[src/rtl/alu_shl_seq_pkg.sv]
// Shared ALU definitions: operation encodings and the
// state encoding of the sequential shift-left unit.
package alu_pkg;

    // ALU operation encodings
    localparam logic [2:0] OP_ADD = 3'b000;
    localparam logic [2:0] OP_SUB = 3'b001;
    localparam logic [2:0] OP_AND = 3'b010;
    localparam logic [2:0] OP_OR  = 3'b011;
    localparam logic [2:0] OP_XOR = 3'b100;
    localparam logic [2:0] OP_SHR = 3'b101;

    // Sequential shifter states
    typedef enum logic [1:0] {
        ST_IDLE  = 2'd0,
        ST_SHIFT = 2'd1,
        ST_DONE  = 2'd2
    } shl_state_t;

endpackage

[src/rtl/alu_shl_seq_if.sv]
// Operand and result handshakes of the sequential shift-left unit.
// The master is the producer/consumer, the slave is the shifter.
interface alu_shl_seq_if #(
    parameter int nIO = 8,
    parameter int SW  = $clog2(nIO)
) ();

    logic                  in_valid;
    logic                  in_ready;
    logic signed [nIO-1:0] A;
    logic [SW-1:0]         SH;
    logic                  out_valid;
    logic                  out_ready;
    logic signed [nIO-1:0] Z;
    logic                  OV;

    modport master (
        output in_valid,
        output A,
        output SH,
        output out_ready,
        input  in_ready,
        input  out_valid,
        input  Z,
        input  OV
    );

    modport slave (
        input  in_valid,
        input  A,
        input  SH,
        input  out_ready,
        output in_ready,
        output out_valid,
        output Z,
        output OV
    );

endinterface

[src/rtl/alu_shl_seq.sv]
// Sequential arithmetic left shifter, one bit per clock,
// with a sticky signed-overflow flag.
module alu_shl_seq
    import alu_pkg::*;
#(
    parameter int nIO = 8,
    parameter int SW  = $clog2(nIO)
) (
    input  logic          clk,
    input  logic          rst,
    alu_shl_seq_if.slave  bus
);

    shl_state_t            r_state;
    shl_state_t            w_next_state;

    logic signed [nIO-1:0] r_acc;
    logic [SW-1:0]         r_cnt;
    logic                  r_ov;

    logic signed [nIO-1:0] r_z;
    logic                  r_ov_out;
    logic                  r_out_valid;

    logic                  w_in_ready;
    logic                  w_cnt_zero;
    logic                  w_step_ov;

    assign w_cnt_zero = (r_cnt == '0);

    // A step overflows when the two top bits differ before the shift
    assign w_step_ov = r_acc[nIO-1] ^ r_acc[nIO-2];

    // State register
    always_ff @(posedge clk) begin
        if (rst) begin
            r_state <= ST_IDLE;
        end else begin
            r_state <= w_next_state;
        end
    end

    // Next-state logic
    always_comb begin
        w_next_state = r_state;
        unique case (r_state)
            ST_IDLE: begin
                if (bus.in_valid) begin
                    w_next_state = ST_SHIFT;
                end
            end
            ST_SHIFT: begin
                if (w_cnt_zero) begin
                    w_next_state = ST_DONE;
                end
            end
            ST_DONE: begin
                if (bus.out_ready) begin
                    w_next_state = ST_IDLE;
                end
            end
            default: begin
                w_next_state = ST_IDLE;
            end
        endcase
    end

    // Output decode: ready only while idle
    always_comb begin
        w_in_ready = 1'b0;
        if (r_state == ST_IDLE) begin
            w_in_ready = 1'b1;
        end
    end

    // Datapath: capture operand, shift, publish and hold result
    always_ff @(posedge clk) begin
        if (rst) begin
            r_acc       <= '0;
            r_cnt       <= '0;
            r_ov        <= 1'b0;
            r_z         <= '0;
            r_ov_out    <= 1'b0;
            r_out_valid <= 1'b0;
        end else begin
            unique case (r_state)
                ST_IDLE: begin
                    if (bus.in_valid) begin
                        r_acc <= bus.A;
                        r_cnt <= bus.SH;
                        r_ov  <= 1'b0;
                    end
                end
                ST_SHIFT: begin
                    if (w_cnt_zero) begin
                        r_z         <= r_acc;
                        r_ov_out    <= r_ov;
                        r_out_valid <= 1'b1;
                    end else begin
                        r_ov  <= r_ov | w_step_ov;
                        r_acc <= {r_acc[nIO-2:0], 1'b0};
                        r_cnt <= r_cnt - SW'(1);
                    end
                end
                ST_DONE: begin
                    if (bus.out_ready) begin
                        r_out_valid <= 1'b0;
                    end
                end
                default: begin
                    r_out_valid <= 1'b0;
                end
            endcase
        end
    end

    assign bus.in_ready  = w_in_ready;
    assign bus.out_valid = r_out_valid;
    assign bus.Z         = r_z;
    assign bus.OV        = r_ov_out;

endmodule

[src/flat_wrapper.sv]
// flat-port wrapper written by rule: the top's interface ports become plain ports
module alu_shl_seq_flat import alu_pkg::*;
#(
    parameter int nIO = 8,
    parameter int SW  = $clog2(nIO)
)
  (clk, rst, bus_in_valid, bus_A, bus_SH, bus_out_ready, bus_in_ready, bus_out_valid, bus_Z, bus_OV);
  alu_shl_seq_if #(.nIO(nIO), .SW(SW)) bus_i ();
  input  logic clk;
  input  logic rst;
  input wire logic [$bits(bus_i.in_valid)-1:0] bus_in_valid;
  input wire logic [$bits(bus_i.A)-1:0] bus_A;
  input wire logic [$bits(bus_i.SH)-1:0] bus_SH;
  input wire logic [$bits(bus_i.out_ready)-1:0] bus_out_ready;
  output wire logic [$bits(bus_i.in_ready)-1:0] bus_in_ready;
  output wire logic [$bits(bus_i.out_valid)-1:0] bus_out_valid;
  output wire logic [$bits(bus_i.Z)-1:0] bus_Z;
  output wire logic [$bits(bus_i.OV)-1:0] bus_OV;
  assign bus_i.in_valid = bus_in_valid;
  assign bus_i.A = bus_A;
  assign bus_i.SH = bus_SH;
  assign bus_i.out_ready = bus_out_ready;
  assign bus_in_ready = bus_i.in_ready;
  assign bus_out_valid = bus_i.out_valid;
  assign bus_Z = bus_i.Z;
  assign bus_OV = bus_i.OV;
  alu_shl_seq #(.nIO(nIO), .SW(SW)) u_core (.clk(clk), .rst(rst), .bus(bus_i));
endmodule
[config.mk]
export PLATFORM = sky130hd
export DESIGN_NAME = alu_shl_seq_flat
export DESIGN_NICKNAME = d
export VERILOG_FILES = /design/src/rtl/alu_shl_seq_pkg.sv /design/src/rtl/alu_shl_seq_if.sv /design/src/rtl/alu_shl_seq.sv /design/src/flat_wrapper.sv
export SDC_FILE = /design/constraint.sdc
export NUM_CORES = 1
export LEC_CHECK = 0
export CELL_PAD_IN_SITES_DETAIL_PLACEMENT = 1
export CELL_PAD_IN_SITES_GLOBAL_PLACEMENT = 2
export CORE_MARGIN = 4
export CORE_UTILIZATION = 30
export DETAILED_ROUTE_END_ITERATION = 12
export GPL_ROUTABILITY_DRIVEN = 1
export PLACE_DENSITY_LB_ADDON = 0.1
export RECOVER_POWER = 25
export SYNTH_ARGS = -nofsm -noshare
export SYNTH_HDL_FRONTEND = slang
export SYNTH_SLANG_ARGS = --single-unit
export TNS_END_PERCENT = 5
[constraint.sdc]
create_clock -name clk -period 2.6 [get_ports clk]
set_input_delay 0.52 -clock clk [delete_from_list [all_inputs] [get_ports clk]]
set_output_delay 0.52 -clock clk [all_outputs]
set_load 0.02 [all_outputs]
### After elaboration in Yosys (flattened, before gate mapping)

Index checks and enable logic that the tools add are counted.

* bits in registers: 24
* bits of input ports: 15
* output and inout bits: 11
* logic and storage cells: 41

* add/sub/neg operators: 1
* equality and inequality tests: 6
* multiplexer cells: 17
* bitwise operators: 3
* reduce and logical (&&, ||, !) cells: 7

Operator list (count)
* $mux 8: 2
* $pmux 8 s2: 1
* $reduce_and 3->1: 3
* $mux 2: 3
* $mux 3: 2
* $ne 2x2->1 const B: 3
* $pmux 2 s3: 1
* $pmux 3 s2: 1
* $mux 1: 5
* $logic_not 3->1: 1
* $pmux 1 s3: 1
* $sub 3x1->3 const B: 1
* $eq 2x1->1 const B: 1
* $eq 2x2->1 const B: 1
* $logic_not 2->1: 1
* $ne 2x1->1 const B: 1
* $pmux 1 s2: 1
* $reduce_and 2->1: 1
* $reduce_bool 2->1: 1
* $not 1->1: 1
* $or 1x1->1: 1
* $xor 1x1->1: 1

### Longest topological paths before layout

* depth in word-level cells: 4
* mapped depth: 8
* gate-level depth less buffers: 6

### Least setup slack after synthesis

Ideal clock, no wire load.

* path type: reg-to-reg
* start: register u_core.r_cnt[0]
* end: register u_core.r_cnt[2]
* setup time: 0.067 ns
* arrival: 1.573 ns
* required time: 2.533 ns
* setup slack: 0.960 ns
* cell stages (with the launch flop): 9
* buffers on the path: 2
* period minus slack after synthesis: 1.640 ns
* cell sequence: dfxtp_1 > inv_1 > ha_1 > nor2b_1 > buf_2 > a211oi_4 > buf_6 > nand2_1 > a21oi_2

* word-level cells in the longest chain between the ends: 3
* elaborated cells between the ends (all ways): 6
* those cells by class: add/sub: 1; eq/ne: 1; mux: 2; reduce/logical: 2

Ends and longest elaborated chain
* from (decl): line alu_shl_seq.sv:18 `logic [SW-1:0] r_cnt;`
* from (signal assigned): line alu_shl_seq.sv:90 `r_cnt <= bus.SH;`
* from (signal assigned): line alu_shl_seq.sv:102 `r_cnt <= r_cnt - SW'(1);`
* $sub 3x1->3 / $logic_not 3->1 (equally long branches): line alu_shl_seq.sv:102, alu_shl_seq.sv:29
* $mux 3 / $ne 2x2->1 (equally long branches)
* $pmux 3 s2 / $reduce_and 3->1 (equally long branches)

Parallel ways exist; a longest one is shown, timed or not. The select of a mux whose other input is x is not followed.
A chain may end at the register's enable or synchronous reset.

### Worst setup path in the final report

* start: register u_core.r_cnt[0]
* end: register u_core.r_acc[4]

* word-level cells in the longest chain between the ends: 3

Ends and longest elaborated chain
* $logic_not 3->1: line alu_shl_seq.sv:29 `assign w_cnt_zero = (r_cnt == '0);`
* $ne 2x2->1 (no line)
* $reduce_and 3->1 (no line)
* to (signal assigned): line alu_shl_seq.sv:89 `r_acc <= bus.A;`
* to (signal assigned): line alu_shl_seq.sv:101 `r_acc <= {r_acc[nIO-2:0], 1'b0};`
* to (decl): line alu_shl_seq.sv:17 `logic signed [nIO-1:0] r_acc;`

No other way between the ends.

==> run metrics <==
status=complete, no violations; Final Hold Fails=0; post-synth top area share=0.452; Top-Level Pins=26; via count=883; Starting Density=0.314; max-cap viol count=0; total CTS buffers=3; Clk network pwr share=0.177; # port buffers=25; Data required, critical path=2820 ps; unrepaired setup endpoints after global routing=false; cell-internal power=605 µW; DR vias/cell=4.62; first-pass iteration count of the detailed router=4; Antenna Nets Post-Route=0; sw power=308 µW; Die X=67.5 µm; Avg Cell Area, Syn=8.79 µm²; crit share post-route=0.855; pin count of the biggest net entering global routing=25; Tightest Pin Transition=768 ps; pwr dens=668 nW/µm²; Fmax=0.450 GHz; syn nets=138; Crit Path Max Fanout=19; CTS clk-pin slew, worst paths=130 ps; Overflow after GRT=0; ys flop type=dfxtp_1; most frequent cell after synthesis=dfxtp_1; Critical Path Source Type=flip-flop; Clock Path Buffers=2; Clock Skew=1.70 ps; P_leak=0.520 nW; num rows=21; Fin Setup TNS=0 ps; Post-DP HPWL=1770 µm; clk root buf=clkbuf_4; share of layout cells above drive strength 1=0.0621; Core Util, Final=0.403; Final #Nets=164; crit path DAT=2440 ps; CTS tree=done; ranking of synthesized cells by area=dfxtp_1 45%, mux2i_1 7.5%, nand2_1 7.1%, a21oi_1 6.6%, a211oi_1 6.4%; setup violators final=0; register share of total power=0.507; CP Capture Type=flip-flop; Synth area leader=dfxtp_1; H-tree depth=1; initial DRC count=35; core area=3390 µm²; Max-Slew Margin vs Limit=0.488; post_cts resized=0; Gate power share=0.316; top cells by count, synth=24 x dfxtp_1, 20 x nand2_1, 15 x nor2_1; Distinct cells, synth=27; die footprint=4560 µm²; final non-filler cell total=191; first-pass GRT wire length=4130 µm; Crit Path Category=flip-flop to flip-flop; Hold Path Stages=2; clk_lat worst skew=300 ps; Mapped Cells=121; Syn. warnings=0; synthesized flop and latch total=24; Worst Hold Class=flip-flop to flip-flop; placed insts=188; ant diodes=0; Die Y=67.5 µm; remaining routing DRC violations=0; initial antenna violation count=0; Post-CTS Repair Setup Buffers=0; minimum clock period=2220 ps; Peak VDD IR=0.209 mV; GRT Util Overall=0.119; mapped cell area=1060 µm²; Final Max Tran Viols=0; hold-fix buffers at CTS=0; number of cells on the worst reg-to-reg path=7; vias in the first global route=888; gp weighted congestion=0.751; EDFF count, synth=0; Sink Count=24; fraction of registers with async set or reset after synthesis=0; Area Growth Syn to Fin=28.6%; Seq/Total Area, Yosys=0.452; drt wl/cell=12.7 µm; drt total wl=2430 µm; R2R Setup Slk=380 ps; Sw Ratio=0.338
[cells in the final DEF (no fill, tap or decap), types with 2 or more instances in the layout]
cell type,netlist,routed
nor2_1,15,15
mux2i_1,8,8
dfxtp_1,24,24
a211oi_1,9,9
nand2_1,20,20
nand2b_1,2,2
dlygate4sd3_1,0,4
clkdlybuf4s50_1,0,21
buf_4,1,2
clkbuf_4,0,3
nor3_1,2,2
inv_1,2,2
nand3b_1,2,2
a21oi_1,14,15
ha_1,2,2
nor2b_1,3,3
[state kept, by name, summed over array words and instances, names as in the netlist]
name                  flops
u_core.bus.Z              8
u_core.r_acc              8
u_core.r_cnt              3
u_core.r_state            2
u_core.bus.OV             1
u_core.bus.out_valid      1
u_core.r_ov               1
[metal layers]
metal  vias up  GRT usage  routed length (µm)
met5         -          0                   0
li1        463          -                   -
met1       406      0.156                1170
met2        12      0.192                1150
met4         0     0.0456                  16
met3         2     0.0216                  87
[critical path: stages, from the launching register on]
cell and delay, ps:
dfxtp_1 410, inv_1 80, ha_1 210, nor2b_1 210, a211oi_4 240, clkbuf_1 610
nor2_1 100, a211oi_1 270
[per-stage QoR]
step	instance area, µm²	power (mW)	hold slack [ps]	worst slack, ps
floorplan	1060	0.675	432	960
global placement	1350	0.762	443	614
detailed placement	1350	0.772	447	521
CTS	1380	0.939	466	428
global route	1370	0.979	483	214
finish	1370	0.913	458	376
[cells by family after synthesis]
group / Yosys count / share of synthesized area
AO/OA/AOI/OAI: 28 / 0.178
adder cells (fa/ha/maj): 2 / 0.0235
buffers and inverters: 9 / 0.0459
flip-flops: 24 / 0.452
multiplexers: 9 / 0.0859
AND/OR/NAND/NOR: 48 / 0.207
XOR/XNOR: 1 / 0.00824
[path summary, 6_finish.rpt]
check,from,endpoint
max,u_core.r_cnt[0],u_core.r_acc[4]
min,u_core.bus.Z[7],u_core.bus.Z[7]
max reg2reg,u_core.r_cnt[0],u_core.r_acc[4]
min reg2reg,u_core.bus.Z[7],u_core.bus.Z[7]
[cell type report]
cell class / instances / area (µm²)
fill: 416 / 2020
multi-input combinational: 88 / 531
sequential: 24 / 480
timing repair buffer: 28 / 269
tap: 46 / 57.6
clock buffer: 3 / 22.5
inverter: 2 / 7.51
[power by group through the flow]
stage | clock network (mW) | registers (mW) | logic (mW)
after floorplan | 0 | 0.464 | 0.211
after global placement | 0 | 0.470 | 0.292
after detailed placement | 0 | 0.472 | 0.300
after CTS | 0.175 | 0.463 | 0.301
after global routing | 0.184 | 0.472 | 0.323
final | 0.162 | 0.463 | 0.289
Note: power is estimated with default switching activity, not from simulation.
